--- config.mk ---
export PLATFORM = sky130hd
export DESIGN_NAME = sliding_sum6
export DESIGN_NICKNAME = d
export VERILOG_FILES = /design/src/rtl/sliding_sum6.sv
export SDC_FILE = /design/constraint.sdc
export NUM_CORES = 1
export LEC_CHECK = 0
export CAP_MARGIN = 20
export CORE_ASPECT_RATIO = 0.9
export CORE_MARGIN = 2
export CORE_UTILIZATION = 52
export DETAILED_ROUTE_END_ITERATION = 16
export GPL_TIMING_DRIVEN = 0
export PLACE_DENSITY = 0.84
export REMOVE_ABC_BUFFERS = 1
export SYNTH_ARGS = -nofsm -noshare
export SYNTH_HDL_FRONTEND = slang
export SYNTH_SLANG_ARGS = --single-unit
--- constraint.sdc ---
create_clock -name CLK -period 5.8 [get_ports CLK]
set_input_delay 0.58 -clock CLK [delete_from_list [all_inputs] [get_ports CLK]]
set_output_delay 0.58 -clock CLK [all_outputs]
set_load 0.05 [all_outputs]
--- src/rtl/sliding_sum6.sv ---
// Sliding-window sum over the last DEPTH samples, with threshold hit flag.
// Optional peak tracker enabled by defining SLIDING_SUM6_PEAK_EN.
module sliding_sum6 #(
  parameter  int WIDTH = 4,
  parameter  int DEPTH = 6,
  localparam int SUM_W = WIDTH + $clog2(DEPTH),
  localparam int CNT_W = $clog2(DEPTH + 1),
  localparam int EXT_W = SUM_W + 1
) (
  input  logic             CLK,
  input  logic             ASYNCRESETN,
  input  logic [WIDTH-1:0] I,
  input  logic [WIDTH-1:0] D,
  input  logic             CLR,
  input  logic [SUM_W-1:0] THRESH,
  output logic [SUM_W-1:0] O,
  output logic             O_VALID,
  output logic             HIT
`ifdef SLIDING_SUM6_PEAK_EN
  ,
  output logic [SUM_W-1:0] PEAK
`endif
);

  logic [CNT_W-1:0] cnt;
  logic [CNT_W-1:0] cnt_next;
  logic             full;
  logic             valid_next;
  logic [SUM_W-1:0] sub;
  logic [SUM_W-1:0] sum_next;

  always_comb begin
    full = (cnt == CNT_W'(DEPTH));
    cnt_next = full ? cnt : cnt + CNT_W'(1);
    valid_next = (cnt_next == CNT_W'(DEPTH));
    // the delay line holds stale data until DEPTH fresh samples are in
    sub = full ? SUM_W'(D) : '0;
    sum_next = SUM_W'({1'b0, O} + EXT_W'(I) - {1'b0, sub});
  end

  always_ff @(posedge CLK or negedge ASYNCRESETN) begin
    if (!ASYNCRESETN) begin
      cnt     <= '0;
      O       <= '0;
      O_VALID <= 1'b0;
      HIT     <= 1'b0;
    end else if (CLR) begin
      cnt     <= '0;
      O       <= '0;
      O_VALID <= 1'b0;
      HIT     <= 1'b0;
    end else begin
      cnt     <= cnt_next;
      O       <= sum_next;
      O_VALID <= valid_next;
      HIT     <= valid_next && (sum_next >= THRESH);
    end
  end

`ifdef SLIDING_SUM6_PEAK_EN
  always_ff @(posedge CLK or negedge ASYNCRESETN) begin
    if (!ASYNCRESETN) begin
      PEAK <= '0;
    end else if (CLR) begin
      PEAK <= '0;
    end else if (valid_next && (sum_next > PEAK)) begin
      PEAK <= sum_next;
    end
  end
`endif

endmodule

## Word level (Yosys, flattened, before mapping)

Cells that the tools add are included.

- Input bits: 18
- Register bits after elaboration: 12
- Output and inout bits: 9
- Word-level logic and storage cells: 17

- Eq/ne operators: 2
- Magnitude comparators: 1
- Muxes and demuxes: 6
- Reductions and logical operators: 1
- $add $sub $neg: 3

Operator list:

| operator | number |
|---|---|
| adder 7 x 4 -> 7 bit | 1 |
| >= comparator 7 bit | 1 |
| two-way mux 7 bit | 1 |
| subtractor 7 x 4 -> 7 bit | 1 |
| == test 3 bit (second input constant) | 2 |
| two-way mux 3 bit | 2 |
| two-way mux 4 bit | 1 |
| adder 3 x 1 -> 3 bit (second input constant) | 1 |
| two-way mux 1 bit | 2 |
| logical AND 1 bit | 1 |

## Logic depth before layout (Yosys ltp)

Gate-level depths: netlist of the first run.

- Word-level depth: 6
- Mapped depth: 16
- Gate-level depth less buffers: 16

## Worst setup path before layout of the first run

No wires, ideal clock.

- Kind: flip-flop to flip-flop
- Start point: reg cnt[0]
- End point: reg HIT
- Period minus slack after synthesis: 3.106 ns
- Library setup time: 0.119 ns
- Data required time: 5.681 ns
- Path buffers: 0
- Stages on the path, launching flop included: 15
- Setup slack: 2.694 ns
- Data arrival time: 2.987 ns
- Cells stage by stage: dfrtp_1 -> inv_2 -> ha_1 -> and3_1 -> fa_1 -> inv_1 -> ha_1 -> o211ai_1 -> a21oi_1 -> a211oi_2 -> xnor2_1 -> ha_1 -> a21oi_1 -> o21ai_0 -> o21a_1

- Longest elaborated chain between the ends: 6
- Elaborated cells on any way between the ends: 9
- Those cells by class: 2 x add/sub; 1 x order compare; 2 x eq/ne; 3 x mux; 1 x reduce/logical

RTL lines:

| item | RTL line | source |
|---|---|---|
| start: declaration | 25 | `logic [CNT_W-1:0] cnt;` |
| start signal: assignment | 53 | `cnt <= cnt_next;` |
| == test 3 bit | 33 | `full = (cnt == CNT_W'(DEPTH));` |
| two-way mux 4 bit | 37 | `sub = full ? SUM_W'(D) : '0;` |
| subtractor 7 x 4 -> 7 bit | 38 | `sum_next = SUM_W'({1'b0, O} + EXT_W'(I) - {1'b0, sub});` |
| >= comparator 7 bit | 56 | `HIT <= valid_next && (sum_next >= THRESH);` |
| logical AND 1 bit * | 56 |  |
| two-way mux 1 bit * | 47 | `end else if (CLR) begin` |
| end signal: assignment | 56 |  |
| end: declaration | 18 | `output logic HIT` |

Mark *: on every way between the ends. The rest lies on a longest branch, timed or not.

## Worst setup path after layout of the first run

Ends and elaborated chain as after synthesis.

==> metrics.md, run 1 <==
| Metric | Value |
|---|---|
| Distinct cells, synth | 26 |
| Post-CTS setup repair buffer count | 0 |
| Setup tns final | 0 ns |
| Setup violations, final | 0 |
| Post-route worst setup slack | between 2 and 2.5 ns |
| Data required, critical path | approximately 6 ns |
| Die width | between 50 and 60 microns |
| Sequential cell area fraction in the yosys report | 28.7% |
| Worst reg2reg path depth | 14 |
| ANT cells | 0 |
| Final-stage net count | approximately 190 |
| FFs w/ async S/R, synth | 100% |
| Final instance area | around 1400 sq um |
| Worst skew pair latency | ~0.27 ns |
| Buffers added on ports | 26 |
| Placed inst area | between 1000 and 1500 sq um |
| Reg-to-reg critical path startpoint | cnt[0] |
| Slew @ Worst Pin | about 0.57 ns |
| Leakage power | around 0.7 nW |
| Post-layout minimum cycle time | around 3.5 ns |
| Cell at the root of the clock tree | sky130_fd_sc_hd__clkbuf_4 |
| Number of rows in the core area | 15 |
| Setup skew after layout | roughly 0.0028 ns |
| Endpoint of the most critical register-to-register path | HIT |
| Synthesized instance count | ~120 |
| Detail Placement HPWL | between 1500 and 2000 microns |
| Kind of start point of the critical path | flip-flop |
| CTS tree | yes |
| Post-cts gate resize count | 0 |
| Clock sinks | 12 |
| Worst vdd rail ir drop | 0.250 mV |
| Number of synthesized flops with an enable pin | 0 |
| Largest delay contributor family on the critical path | adder cells |
| Run status | complete, no violations |
| Initial cell density of the core | 54.7% |
| Overflow left after global routing | 0 |
| Maximum clock frequency | around 290 MHz |
| Synthesized area per cell | a little under 9 sq um |
| H-tree lvl count | 1 |
| Antenna violations before repair | 0 |
| Number of max-cap violations | 0 |
| Placed cell count | 169 |
| Cts bufs inserted | 3 |
| DIE AREA | roughly 2400 sq um |
| End point of the most critical hold path | cnt[1] |
| Vias in the first global route | 855 |
| Post-cts hold buffer count | 0 |
| Final-report hold violation count | 0 |
| Area Growth Syn to Fin | 29.6% |
| Hold Slack | 0.563 ns |
| I/O pin cnt | 27 |
| Proportion of layout cells with a drive suffix above 1 | 6.12% |
| Reg2Reg Setup Slack | ~2.3 ns |
| Vias/cell | about 4.9 |
| Cells traversed along the worst timing path | inv_2 -> ha_1 -> and3_1 -> fa_1 -> inv_1 -> ha_1 -> o211ai_1 -> a21oi_1 -> a211oi_2 -> xnor2_1 -> ha_1 -> a21oi_1 -> o21ai_0 -> o21a_1 |
| Pre-CTS setup slack | between 2 and 2.5 ns |
| Pin count of the biggest net entering global routing | 13 |
| Worst min-delay path startpoint | cnt[1] |
| RSZ-0062 raised after global routing | no |
| Areal power density over the cells | ~450 nW/um^2 |
| Remaining routing DRC violations | 0 |
| Largest area contributor in the synthesized netlist | sky130_fd_sc_hd__dfrtp_1 |
| DR vias | around 850 |
| CP endpoint kind | flip-flop |
| Delay of the slowest cell on the worst path | 0.48 ns |
| Chip Height | 46.6 microns |
| Crit path max fanout | 8 |
| Cell mode on critical path | sky130_fd_sc_hd__ha_1 |
| Number of optimization iterations in the first detailed-route pass | 3 |
| First-pass GRT wire length | 3600 microns |
| Fin. max-slew vios | 0 |
| Standard cell core area | between 1500 and 2000 sq um |
| GRT Total Usage | 20.6% |
| Leading register cell type out of synthesis | sky130_fd_sc_hd__dfrtp_1 |
| Sum of routed wire length over all layers | slightly above 2000 microns |
| Startpoint-to-endpoint class of the critical path | flip-flop to flip-flop |
| Final Cycle Share | between 50% and 60% |
| Post-Syn Area | between 1000 and 1500 sq um |
| Routability Congestion | around 0.83 |
| Routed wirelength normalized by instance count | around 12 microns |
| Hold Path Stages | 2 |
| Cell types with the largest area share after synthesis | sky130_fd_sc_hd__dfrtp_1 (29%), sky130_fd_sc_hd__ha_1 (19%), sky130_fd_sc_hd__inv_1 (9.7%) |
| First DRT Iteration DRCs | 2 |
| DRT antenna net count | 0 |
| Slowest stage cell on the critical path | sky130_fd_sc_hd__fa_1 |
| Maximum count of clock buffers along a single path | 2 |
| Data arrival time of the critical path | 3.64 ns |
| Final-layout fill cell count | about 160 |
| Total of warnings raised by yosys | 0 |
| Number of flip-flops and latches in the synthesized netlist | 12 |
| Clock-pin transition on the worst setup and hold timing paths | 0.07 ns |
| Buffers & Inverters on Critical Path | 2 |
| Worst max-slew margin expressed relative to the limit | 61.7% |
| Synth top area share | between 20 and 30% |
| Post-layout instance count excluding filler cells | approximately 170 |
| Class of the most critical hold timing path | flip-flop to flip-flop |
[metrics by stage]
stage,power [mW],util (%)
2_1_floorplan,0.452,-
3_3_place_gp,0.541,69.7
5_1_grt,0.671,70.9
3_5_place_dp,0.559,69.7
6_report,0.610,70.9
4_1_cts,0.614,70.9
[metal layers]
| layer | routed length (microns) | part of all wire, % | GRT usage (%) |
|---|---|---|---|
| met4 | 16 | 0.78 | 6.32 |
| met5 | 0 | 0 | 0 |
| met1 | 959 | 47 | 26.1 |
| met2 | 982 | 48 | 35.6 |
| met3 | 94 | 4.6 | 4.87 |
[area by class of cell]
type                            instances  area, sq um  area share [%]
Timing Repair Buffer                   26          260            19.2
Multi-Input combinational cell         78          638            47.0
Inverter                               28          105            7.74
Clock buffer                            3         22.5            1.66
Tap cell                               25         31.3            2.30
Sequential cell                        12          300            22.1
[worst reg2reg max path, stage by stage (launching register included)]
cell and delay [ns]:
sky130_fd_sc_hd__dfrtp_1 0.43, sky130_fd_sc_hd__inv_2 0.07, sky130_fd_sc_hd__ha_1 0.30, sky130_fd_sc_hd__and3_1 0.24
sky130_fd_sc_hd__fa_1 0.48, sky130_fd_sc_hd__inv_1 0.04, sky130_fd_sc_hd__ha_1 0.36, sky130_fd_sc_hd__o211ai_1 0.19
sky130_fd_sc_hd__a21oi_1 0.07, sky130_fd_sc_hd__a211oi_2 0.31, sky130_fd_sc_hd__xnor2_1 0.16, sky130_fd_sc_hd__ha_1 0.28
sky130_fd_sc_hd__a21oi_1 0.16, sky130_fd_sc_hd__o21ai_0 0.09, sky130_fd_sc_hd__o21a_1 0.20
[registers in the layout, indices dropped and copies added (netlist names)]
name and count:
HIT 1, O 7, O_VALID 1, cnt 3
[placed cells by master, fill, tap and decap left out]
cell	instances
sky130_fd_sc_hd__a211oi_2	1
sky130_fd_sc_hd__a21o_1	2
sky130_fd_sc_hd__a21o_2	1
sky130_fd_sc_hd__a21oi_1	9
sky130_fd_sc_hd__a31oi_2	1
sky130_fd_sc_hd__and3_1	4
sky130_fd_sc_hd__clkbuf_4	3
sky130_fd_sc_hd__clkdlybuf4s50_1	26
sky130_fd_sc_hd__dfrtp_1	12
sky130_fd_sc_hd__fa_1	4
sky130_fd_sc_hd__ha_1	16
sky130_fd_sc_hd__inv_1	27
sky130_fd_sc_hd__inv_2	1
sky130_fd_sc_hd__mux2_2	2
sky130_fd_sc_hd__nand2_1	5
sky130_fd_sc_hd__nand2b_1	3
sky130_fd_sc_hd__nand3_1	2
sky130_fd_sc_hd__nand4_1	2
sky130_fd_sc_hd__nor2_1	9
sky130_fd_sc_hd__nor2b_1	5
sky130_fd_sc_hd__nor3_1	1
sky130_fd_sc_hd__nor3b_1	1
sky130_fd_sc_hd__o211ai_1	1
sky130_fd_sc_hd__o21a_1	1
sky130_fd_sc_hd__o21ai_0	1
sky130_fd_sc_hd__or3_1	1
sky130_fd_sc_hd__xnor2_1	6
[cell families (layout without fill, tap and decap cells)]
kind of cell | after synthesis | count (layout) | synth area share [%]
compound gates | 17 | 17 | 10.9
xor+xnor | 6 | 6 | 5.02
fa+ha+maj | 20 | 20 | 26.8
buf+inv | 29 | 57 | 10.4
flops | 12 | 12 | 28.7
mux | 2 | 2 | 2.15
simple gates | 33 | 33 | 16.1
[synth_stat cells (2+ instances only)]
| library cell | count |
|---|---|
| sky130_fd_sc_hd__nand4_1 | 2 |
| sky130_fd_sc_hd__nor2_1 | 9 |
| sky130_fd_sc_hd__dfrtp_1 | 12 |
| sky130_fd_sc_hd__mux2_2 | 2 |
| sky130_fd_sc_hd__nand3_1 | 2 |
| sky130_fd_sc_hd__nand2b_1 | 3 |
| sky130_fd_sc_hd__nand2_1 | 5 |
| sky130_fd_sc_hd__xnor2_1 | 6 |
| sky130_fd_sc_hd__a21o_1 | 2 |
| sky130_fd_sc_hd__inv_1 | 27 |
| sky130_fd_sc_hd__fa_1 | 4 |
| sky130_fd_sc_hd__ha_1 | 16 |
| sky130_fd_sc_hd__a21oi_1 | 9 |
| sky130_fd_sc_hd__nor2b_1 | 5 |
| sky130_fd_sc_hd__and3_1 | 4 |
[power by group]
part | leakage (nW) | internal (mW) | total [mW] | switching [mW]
clock | 0.0138 | 0.0240 | 0.0519 | 0.0279
combinational | 0.518 | 0.196 | 0.441 | 0.246
sequential | 0.157 | 0.103 | 0.117 | 0.0138
[worst max-delay path by stage]
stage / startpoint / to / slack (ns) / cells past startpoint
finish: cnt[0] / HIT / 2.33 / 14
global route: cnt[0] / HIT / 2.12 / 13
CTS: cnt[0] / HIT / 2.34 / 14
detailed placement: D[1] / HIT / 2.18 / 12
global placement: D[1] / HIT / 2.26 / 12
floorplan: cnt[0] / HIT / 2.69 / 14
Note: power is estimated with default switching activity, not from simulation.
==> inputs of run 2 (changes only) <==
--- a/config.mk
+++ b/config.mk
@@ -8,10 +8,10 @@
 export CAP_MARGIN = 20
 export CORE_ASPECT_RATIO = 0.9
 export CORE_MARGIN = 2
-export CORE_UTILIZATION = 52
+export CORE_UTILIZATION = 43
 export DETAILED_ROUTE_END_ITERATION = 16
 export GPL_TIMING_DRIVEN = 0
-export PLACE_DENSITY = 0.84
+export PLACE_DENSITY = 0.75
 export REMOVE_ABC_BUFFERS = 1
 export SYNTH_ARGS = -nofsm -noshare
 export SYNTH_HDL_FRONTEND = slang
==> constraint.sdc (replaced) <==
create_clock -name CLK -period 3.1 [get_ports CLK]
set_input_delay 0.31 -clock CLK [delete_from_list [all_inputs] [get_ports CLK]]
set_output_delay 0.31 -clock CLK [all_outputs]
set_load 0.05 [all_outputs]
==> run 2 against run 1 <==
Effect of this change:
- worst hold slack worse by 0.18 ns
- highest routed layer is now met3
- die area is 19% higher
- routed wire length is 14% higher
- non-clock buffer count is 10 higher
- worst setup slack worse by 2.3 ns
- sequential cell count stayed put
- core utilization is 2.9 points lower
- first-iteration DRC count grew to 3.0 times the previous value
- register-to-register slack worse by 2.3 ns
==> metrics.md, run 2 (synthesis gave the netlist of run 1 again) <==
| Metric | Value |
|---|---|
| Run status | complete, no violations |
| Area Growth Syn to Fin | 45.5% |
| DR vias | 906 (+7.1%) |
| Most frequent cells in the layout | sky130_fd_sc_hd__inv_1 (26), sky130_fd_sc_hd__clkdlybuf4s50_1 (26), sky130_fd_sc_hd__ha_1 (13) |
| Clock sinks | 12 (unchanged) |
| Areal power density over the cells | 940 nW/um^2 (+110%) |
| Setup violations, final | 0 (unchanged) |
| DIE AREA | 2850 sq um (+19%) |
| First-pass GRT wire length | 3880 microns (+7.9%) |
| Final-report hold violation count | 0 (unchanged) |
| Final instance area | 1520 sq um (+12%) |
| Antenna violations before repair | 0 (unchanged) |
| Cell mode on critical path | sky130_fd_sc_hd__ha_4 |
| Worst reg2reg path depth | 13 (-1) |
| Delay of the slowest cell on the worst path | 0.49 ns (about the same) |
| Leakage power | 0.751 nW (+8.9%) |
| Slew @ Worst Pin | 0.548 ns (-0.0253 ns) |
| Number of max-cap violations | 0 (unchanged) |
| Crit path max fanout | 5 (-3) |
| DRT antenna net count | 0 (unchanged) |
| Number of optimization iterations in the first detailed-route pass | 4 (+1) |
| Post-layout minimum cycle time | 3.08 ns (-0.397 ns) |
| Setup tns final | 0 ns (unchanged) |
| Worst skew pair latency | 0.28 ns (about the same) |
| Class of the most critical hold timing path | input port to async pin |
| First DRT Iteration DRCs | 6 (+4) |
| I/O pin cnt | 27 (unchanged) |
| Kind of start point of the critical path | flip-flop |
| Proportion of layout cells with a drive suffix above 1 | 19.6% (+13 points) |
| CP endpoint kind | flip-flop |
| Pin count of the biggest net entering global routing | 13 (unchanged) |
| Data arrival time of the critical path | 3.25 ns (-0.39 ns) |
| Post-route worst setup slack | 0.0243 ns (-2.30 ns) |
| Detail Placement HPWL | 1700 microns (+0.67%) |
| Startpoint-to-endpoint class of the critical path | flip-flop to flip-flop |
| Post-layout instance count excluding filler cells | 185 (+7.6%) |
| Chip Height | 50.8 microns (+9.1%) |
| Placed inst area | 1340 sq um (+0.19%) |
| Maximum count of clock buffers along a single path | 2 (unchanged) |
| Data required, critical path | 3.27 ns (-2.70 ns) |
| Largest register by flop count | O |
| Routed wirelength normalized by instance count | 12.7 microns (+6.2%) |
| Vias/cell | 4.90 (-0.43%) |
| Sum of routed wire length over all layers | 2340 microns (+14%) |
| Number of flip-flops in the largest register | 7 (unchanged) |
| Vias in the first global route | 939 (+9.8%) |
| Met1 wire length | 1040 microns (+8.9%) |
| Largest registers in the final layout | O x7, cnt x3 |
| ANT cells | 0 (unchanged) |
| Final-stage net count | 197 (+5.3%) |
| Remaining routing DRC violations | 0 (unchanged) |
| Buffers added on ports | 26 (unchanged) |
| Worst max-slew margin expressed relative to the limit | 63.3% (+1.7 points) |
| Reg2Reg Setup Slack | 0.02 ns (-2.30 ns) |
| Endpoint of the most critical register-to-register path | HIT |
| Die width | 56.0 microns (+9.2%) |
| Fin. max-slew vios | 0 (unchanged) |
| Pre-CTS setup slack | -0.323 ns (-2.51 ns) |
| Clock-pin transition on the worst setup and hold timing paths | 0.08 ns (about the same) |
| Post-cts hold buffer count | 0 (unchanged) |
| Detail Route met2 WL | 1230 microns (+25%) |
| Overflow left after global routing | 0 (unchanged) |
| GRT Total Usage | 17.2% (-3.4 points) |
| Worst vdd rail ir drop | 0.679 mV (+170%) |
| Cts bufs inserted | 3 (unchanged) |
| Cell at the root of the clock tree | sky130_fd_sc_hd__clkbuf_4 |
| Initial cell density of the core | 46.7% (-8.0 points) |
| Launch point of the critical path | cnt[1] |
| Final Cycle Share | 99.2% (+39 points) |
| Worst setup path endpoint | HIT |
| Reg-to-reg critical path startpoint | cnt[1] |
| Routability Congestion | 0.746 (-9.8%) |
| Met3 Wirelength | 74 microns (-21%) |
| H-tree lvl count | 1 (unchanged) |
| Cells traversed along the worst timing path | ha_4 -> and3_4 -> fa_1 -> inv_2 -> ha_4 -> o211ai_1 -> a21oi_4 -> a211oi_4 -> xnor2_1 -> ha_1 -> a21oi_2 -> o21ai_1 -> o21a_1 |
| Standard cell core area | 2240 sq um (+17%) |
| Placed cell count | 171 (+1.2%) |
| Number of rows in the core area | 16 (+1) |
| CTS tree | yes |
| RSZ-0062 raised after global routing | yes |
| Core occupancy in the finished layout | 68.0% (-2.9 points) |
| Final-layout fill cell count | 192 (+22%) |
| Maximum clock frequency | 325 MHz (+13%) |
| Setup skew after layout | 0.00138 ns (-0.00146 ns) |
| Slowest stage cell on the critical path | sky130_fd_sc_hd__fa_1 |
| Highest routed layer | met3 |
==> run 2: final cells by class <==
| cell class | instances | area, sq um | area share, % |
|---|---|---|---|
| Tap cell | 27 | 33.8 | 2.22 |
| Timing Repair Buffer | 36 | 335 | 22.0 |
| Clock buffer | 4 | 36.3 | 2.38 |
| Sequential cell | 12 | 300 | 19.7 |
| Inverter | 28 | 105 | 6.90 |
| Multi-Input combinational cell | 78 | 713 | 46.8 |
==> run 2: report_power, final <==
| part | switching [mW] | leakage (nW) | total (mW) | internal [mW] |
|---|---|---|---|---|
| Sequential | 0.0270 | 0.157 | 0.220 | 0.193 |
| Combinational | 0.557 | 0.572 | 1.08 | 0.526 |
| Clock | 0.0575 | 0.0210 | 0.129 | 0.0714 |
==> run 2: worst max-delay path: cells and delay by family (launching register included) <==
kind / cells / cell delay, ns
adder cells (fa/ha/maj): 4 / 1.22
AND/OR/NAND/NOR: 1 / 0.18
buffers and inverters: 1 / 0.05
AO/OA/AOI/OAI: 6 / 0.95
XOR/XNOR: 1 / 0.16
flip-flops: 1 / 0.42
==> run 2: stage by stage <==
stage,hold WS (ns),total power [mW]
after CTS,0.410,1.33
after detailed placement,0.561,1.05
after global routing,0.430,1.55
after floorplan,0.0144,0.846
final,0.383,1.43
after global placement,0.530,1.02
==> run 2: what timing repair did <==
action                                  4_1_cts  5_1_grt
gates resized for setup                       8        8
endpoints found under the setup margin        1        2
buffers inserted                              8        2
gates cloned                                  0        0
pin swaps                                     7        4
==> run 2: layer usage <==
layer | track usage (%) | vias up
li1 | - | 457
met1 | 20.8 | 436
met2 | 31.8 | 13
met3 | 2.78 | 0
met4 | 4.76 | 0
met5 | 0 | -
==> run 2: worst min path at each step <==
stage | end | cells past startpoint | start | slack (ns)
after floorplan | HIT | 0 | ASYNCRESETN | 0.01
after detailed placement | cnt[1] | 2 | cnt[1] | 0.56
after global placement | cnt[1] | 2 | cnt[1] | 0.53
after global routing | O_VALID | 1 | ASYNCRESETN | 0.43
final | O_VALID | 1 | ASYNCRESETN | 0.38
after CTS | O_VALID | 1 | ASYNCRESETN | 0.41
==> inputs of run 3 (changes only) <==
--- a/config.mk
+++ b/config.mk
@@ -5,14 +5,16 @@
 export SDC_FILE = /design/constraint.sdc
 export NUM_CORES = 1
 export LEC_CHECK = 0
+export ABC_AREA = 1
 export CAP_MARGIN = 20
 export CORE_ASPECT_RATIO = 0.9
 export CORE_MARGIN = 2
-export CORE_UTILIZATION = 43
+export CORE_UTILIZATION = 44
 export DETAILED_ROUTE_END_ITERATION = 16
 export GPL_TIMING_DRIVEN = 0
 export PLACE_DENSITY = 0.75
 export REMOVE_ABC_BUFFERS = 1
+export SLEW_MARGIN = 20
 export SYNTH_ARGS = -nofsm -noshare
 export SYNTH_HDL_FRONTEND = slang
 export SYNTH_SLANG_ARGS = --single-unit
==> run 3 against run 2 <==
Effect of this change:
- non-clock buffer count shrank 4
- clock power shrank 5%
- final area grew 2.5%
- first-iteration DRC count grew to 3.7 times the previous value
- final cell count grew 16%
- clock skew grew 0.0045 ns
- critical path type unchanged
- highest routed layer is now met4
==> metrics.md, run 3 <==
| Metric | Value |
|---|---|
| Kind of start point of the critical path | flip-flop |
| ANT cells | 0 (unchanged) |
| Worst max-slew margin expressed relative to the limit | 65.8% (+2.4 points) |
| Largest registers in the final layout | O x7, cnt x3 |
| Areal power density over the cells | 823 nW/um^2 (-12%) |
| Clock sinks | 12 (unchanged) |
| Maximum clock frequency | 340 MHz (+4.5%) |
| Overflow left after global routing | 0 (unchanged) |
| Crit path max fanout | 5 (unchanged) |
| DIE AREA | 2920 sq um (+2.6%) |
| DRT antenna net count | 0 (unchanged) |
| Final-report hold violation count | 0 (unchanged) |
| Run status | complete, no violations |
| Number of rows in the core area | 17 (+1) |
| Footprint of the multi-input gates | 712 sq um (-0.18%) |
| First-pass GRT wire length | 3570 microns (-8.2%) |
| First DRT Iteration DRCs | 22 (+16) |
| Synth top area share | 27.2% (-1.4 points) |
| Pin count of the biggest net entering global routing | 13 (unchanged) |
| Leakage power | 0.858 nW (+14%) |
| Reg2Reg Setup Slack | 0.16 ns (+0.13 ns) |
| Sequential cell area fraction in the yosys report | 27.2% (-1.4 points) |
| Number of synthesized flops with an enable pin | 0 (unchanged) |
| I/O pin cnt | 27 (unchanged) |
| H-tree lvl count | 1 (unchanged) |
| Setup skew after layout | 0.00590 ns (+0.00452 ns) |
| Core occupancy in the finished layout | 64.4% (-3.6 points) |
| Setup tns final | 0 ns (unchanged) |
| Post-layout instance count excluding filler cells | 214 (+16%) |
| Synthesized area per cell | 7.30 sq um (-17%) |
| Launch point of the critical path | cnt[0] |
| Data required, critical path | 3.27 ns (about the same) |
| Reg area | 300 sq um (unchanged) |
| CP endpoint kind | flip-flop |
| Proportion of layout cells with a drive suffix above 1 | 16.1% (-3.5 points) |
| Startpoint-to-endpoint class of the critical path | flip-flop to flip-flop |
| GRT Total Usage | 16.1% (-1.1 points) |
| Largest area contributor in the synthesized netlist | sky130_fd_sc_hd__dfrtp_1 |
| Reg-to-reg critical path startpoint | cnt[0] |
| Total of warnings raised by yosys | 0 (unchanged) |
| Most frequent cells in the layout | sky130_fd_sc_hd__inv_1 (42), sky130_fd_sc_hd__nand2_1 (26), sky130_fd_sc_hd__clkdlybuf4s50_1 (26) |
| DR vias | 972 (+7.3%) |
| Die width | 56.8 microns (+1.3%) |
| Final Cycle Share | 95.0% (-4.2 points) |
| Cell at the root of the clock tree | sky130_fd_sc_hd__clkbuf_4 |
| Initial cell density of the core | 45.5% (-1.2 points) |
| Area Growth Syn to Fin | 41.7% |
| Number of flip-flops in the largest register | 7 (unchanged) |
| Vias/cell | 4.54 (-7.3%) |
| Buffers added on ports | 26 (unchanged) |
| Maximum count of clock buffers along a single path | 2 (unchanged) |
| Setup violations, final | 0 (unchanged) |
| Top post-synthesis cells by count | sky130_fd_sc_hd__inv_1 (44), sky130_fd_sc_hd__nand2_1 (29), sky130_fd_sc_hd__nor2_1 (18) |
| Antenna violations before repair | 0 (unchanged) |
| Cts bufs inserted | 3 (unchanged) |
| Pre-CTS setup slack | -0.104 ns (+0.219 ns) |
| Standard cell core area | 2420 sq um (+8.1%) |
| Commonest non-fill, non-tap cell in the layout | sky130_fd_sc_hd__inv_1 |
| FFs w/ async S/R, synth | 100% (unchanged) |
| Slew @ Worst Pin | 0.512 ns (-0.0365 ns) |
| Number of flip-flops and latches in the synthesized netlist | 12 (unchanged) |
| Largest register by flop count | O |
| Post-cts hold buffer count | 0 (unchanged) |
| Chip Height | 51.5 microns (+1.3%) |
| Detail Placement HPWL | 1750 microns (+3.0%) |
| Cell types with the largest area share after synthesis | sky130_fd_sc_hd__dfrtp_1 (27%), sky130_fd_sc_hd__ha_1 (18%), sky130_fd_sc_hd__inv_1 (15%) |
| Remaining routing DRC violations | 0 (unchanged) |
| Class of the most critical hold timing path | input port to async pin |
| CTS tree | yes |
| Final-stage net count | 225 (+14%) |
| Post-Syn Area | 1100 sq um (+5.3%) |
| Number of optimization iterations in the first detailed-route pass | 4 (unchanged) |
| Synthesized instance count | 151 (+27%) |
| Post-route worst setup slack | 0.155 ns (+0.131 ns) |
| Sum of routed wire length over all layers | 2210 microns (-5.8%) |
| Leading register cell type out of synthesis | sky130_fd_sc_hd__dfrtp_1 |
| Final-layout fill cell count | 213 (+11%) |
| Clock-pin transition on the worst setup and hold timing paths | 0.08 ns (about the same) |
| Routed wirelength normalized by instance count | 10.3 microns (-19%) |
| Number of max-cap violations | 0 (unchanged) |
| Hold Slack | 0.374 ns (-0.00946 ns) |
| Vias in the first global route | 915 (-2.6%) |
| Fin. max-slew vios | 0 (unchanged) |
| Worst skew pair latency | 0.27 ns (about the same) |
| Distinct cells, synth | 21 (-19%) |
| Placed cell count | 204 (+19%) |
| Routability Congestion | 0.756 (+1.4%) |
| Worst vdd rail ir drop | 0.575 mV (-15%) |
| Dominant cell by count in the synthesized netlist | sky130_fd_sc_hd__inv_1 |
| Post-layout minimum cycle time | 2.94 ns (-0.131 ns) |
| Data arrival time of the critical path | 3.12 ns (-0.13 ns) |
run 3: stage by stage:
step                      power [mW]  area [sq um]
after global placement          1.01          1390
after global routing            1.42          1560
after CTS                       1.20          1460
final                           1.28          1560
after detailed placement        1.05          1390
after floorplan                0.839          1100
run 3: worst max-delay path, cell delays in order (launching register included):
cell	delay, ns
sky130_fd_sc_hd__dfrtp_1	0.40
sky130_fd_sc_hd__inv_2	0.09
sky130_fd_sc_hd__ha_4	0.14
sky130_fd_sc_hd__nand2_4	0.07
sky130_fd_sc_hd__nor2_2	0.10
sky130_fd_sc_hd__fa_1	0.47
sky130_fd_sc_hd__fa_2	0.41
sky130_fd_sc_hd__inv_2	0.07
sky130_fd_sc_hd__nand2_2	0.06
sky130_fd_sc_hd__nand2_2	0.07
sky130_fd_sc_hd__nand2_2	0.07
sky130_fd_sc_hd__xnor2_2	0.15
sky130_fd_sc_hd__ha_1	0.33
sky130_fd_sc_hd__nand2_1	0.08
sky130_fd_sc_hd__a21oi_1	0.06
sky130_fd_sc_hd__nor2_1	0.10
sky130_fd_sc_hd__nand3_1	0.09
sky130_fd_sc_hd__nand2_1	0.07
sky130_fd_sc_hd__inv_1	0.03
run 3: cells by family after synthesis:
logic type / Yosys count / share of synthesized area [%]
fa+ha+maj: 20 / 25.4
buf+inv: 47 / 16.1
compound gates: 5 / 2.50
xor+xnor: 5 / 4.65
simple gates: 62 / 24.1
flops: 12 / 27.2
run 3: worst paths after layout:
check,cells past startpoint,end
setup reg to reg,18,HIT
min in group CLK,2,cnt[1]
hold reg to reg,2,cnt[1]
hold / removal,1,O[0]
max in group asynchronous,1,O[3]
setup / recovery,18,HIT
run 3: cell type report:
class,count,area share [%]
multi-input combinational,92,45.6
timing repair buffer,32,19.6
sequential,12,19.2
inverter,46,11.1
clock buffer,4,2.32
tap,28,2.24
run 3: report_power, final:
group,internal [mW],total [mW],switching (mW)
combinational,0.403,0.949,0.545
clock,0.0713,0.122,0.0507
sequential,0.191,0.214,0.0228
total,0.666,1.28,0.619
run 3: repair_timing:
action / CTS / global route
endpoints found under the setup margin: 1 / 1
buffers inserted: 1 / 5
pin swaps: 2 / 7
gates resized for setup: 7 / 11
run 3: metal layers:
metal / part of all wire [%] / vias up / GRT usage (%) / wire length [microns]
li1: - / 508 / - / -
met1: 42 / 448 / 19.1 / 919
met2: 54 / 14 / 28.9 / 1200
met3: 3.1 / 2 / 1.77 / 68
met4: 1.1 / 0 / 8.14 / 24
met5: 0 / - / 0 / 0
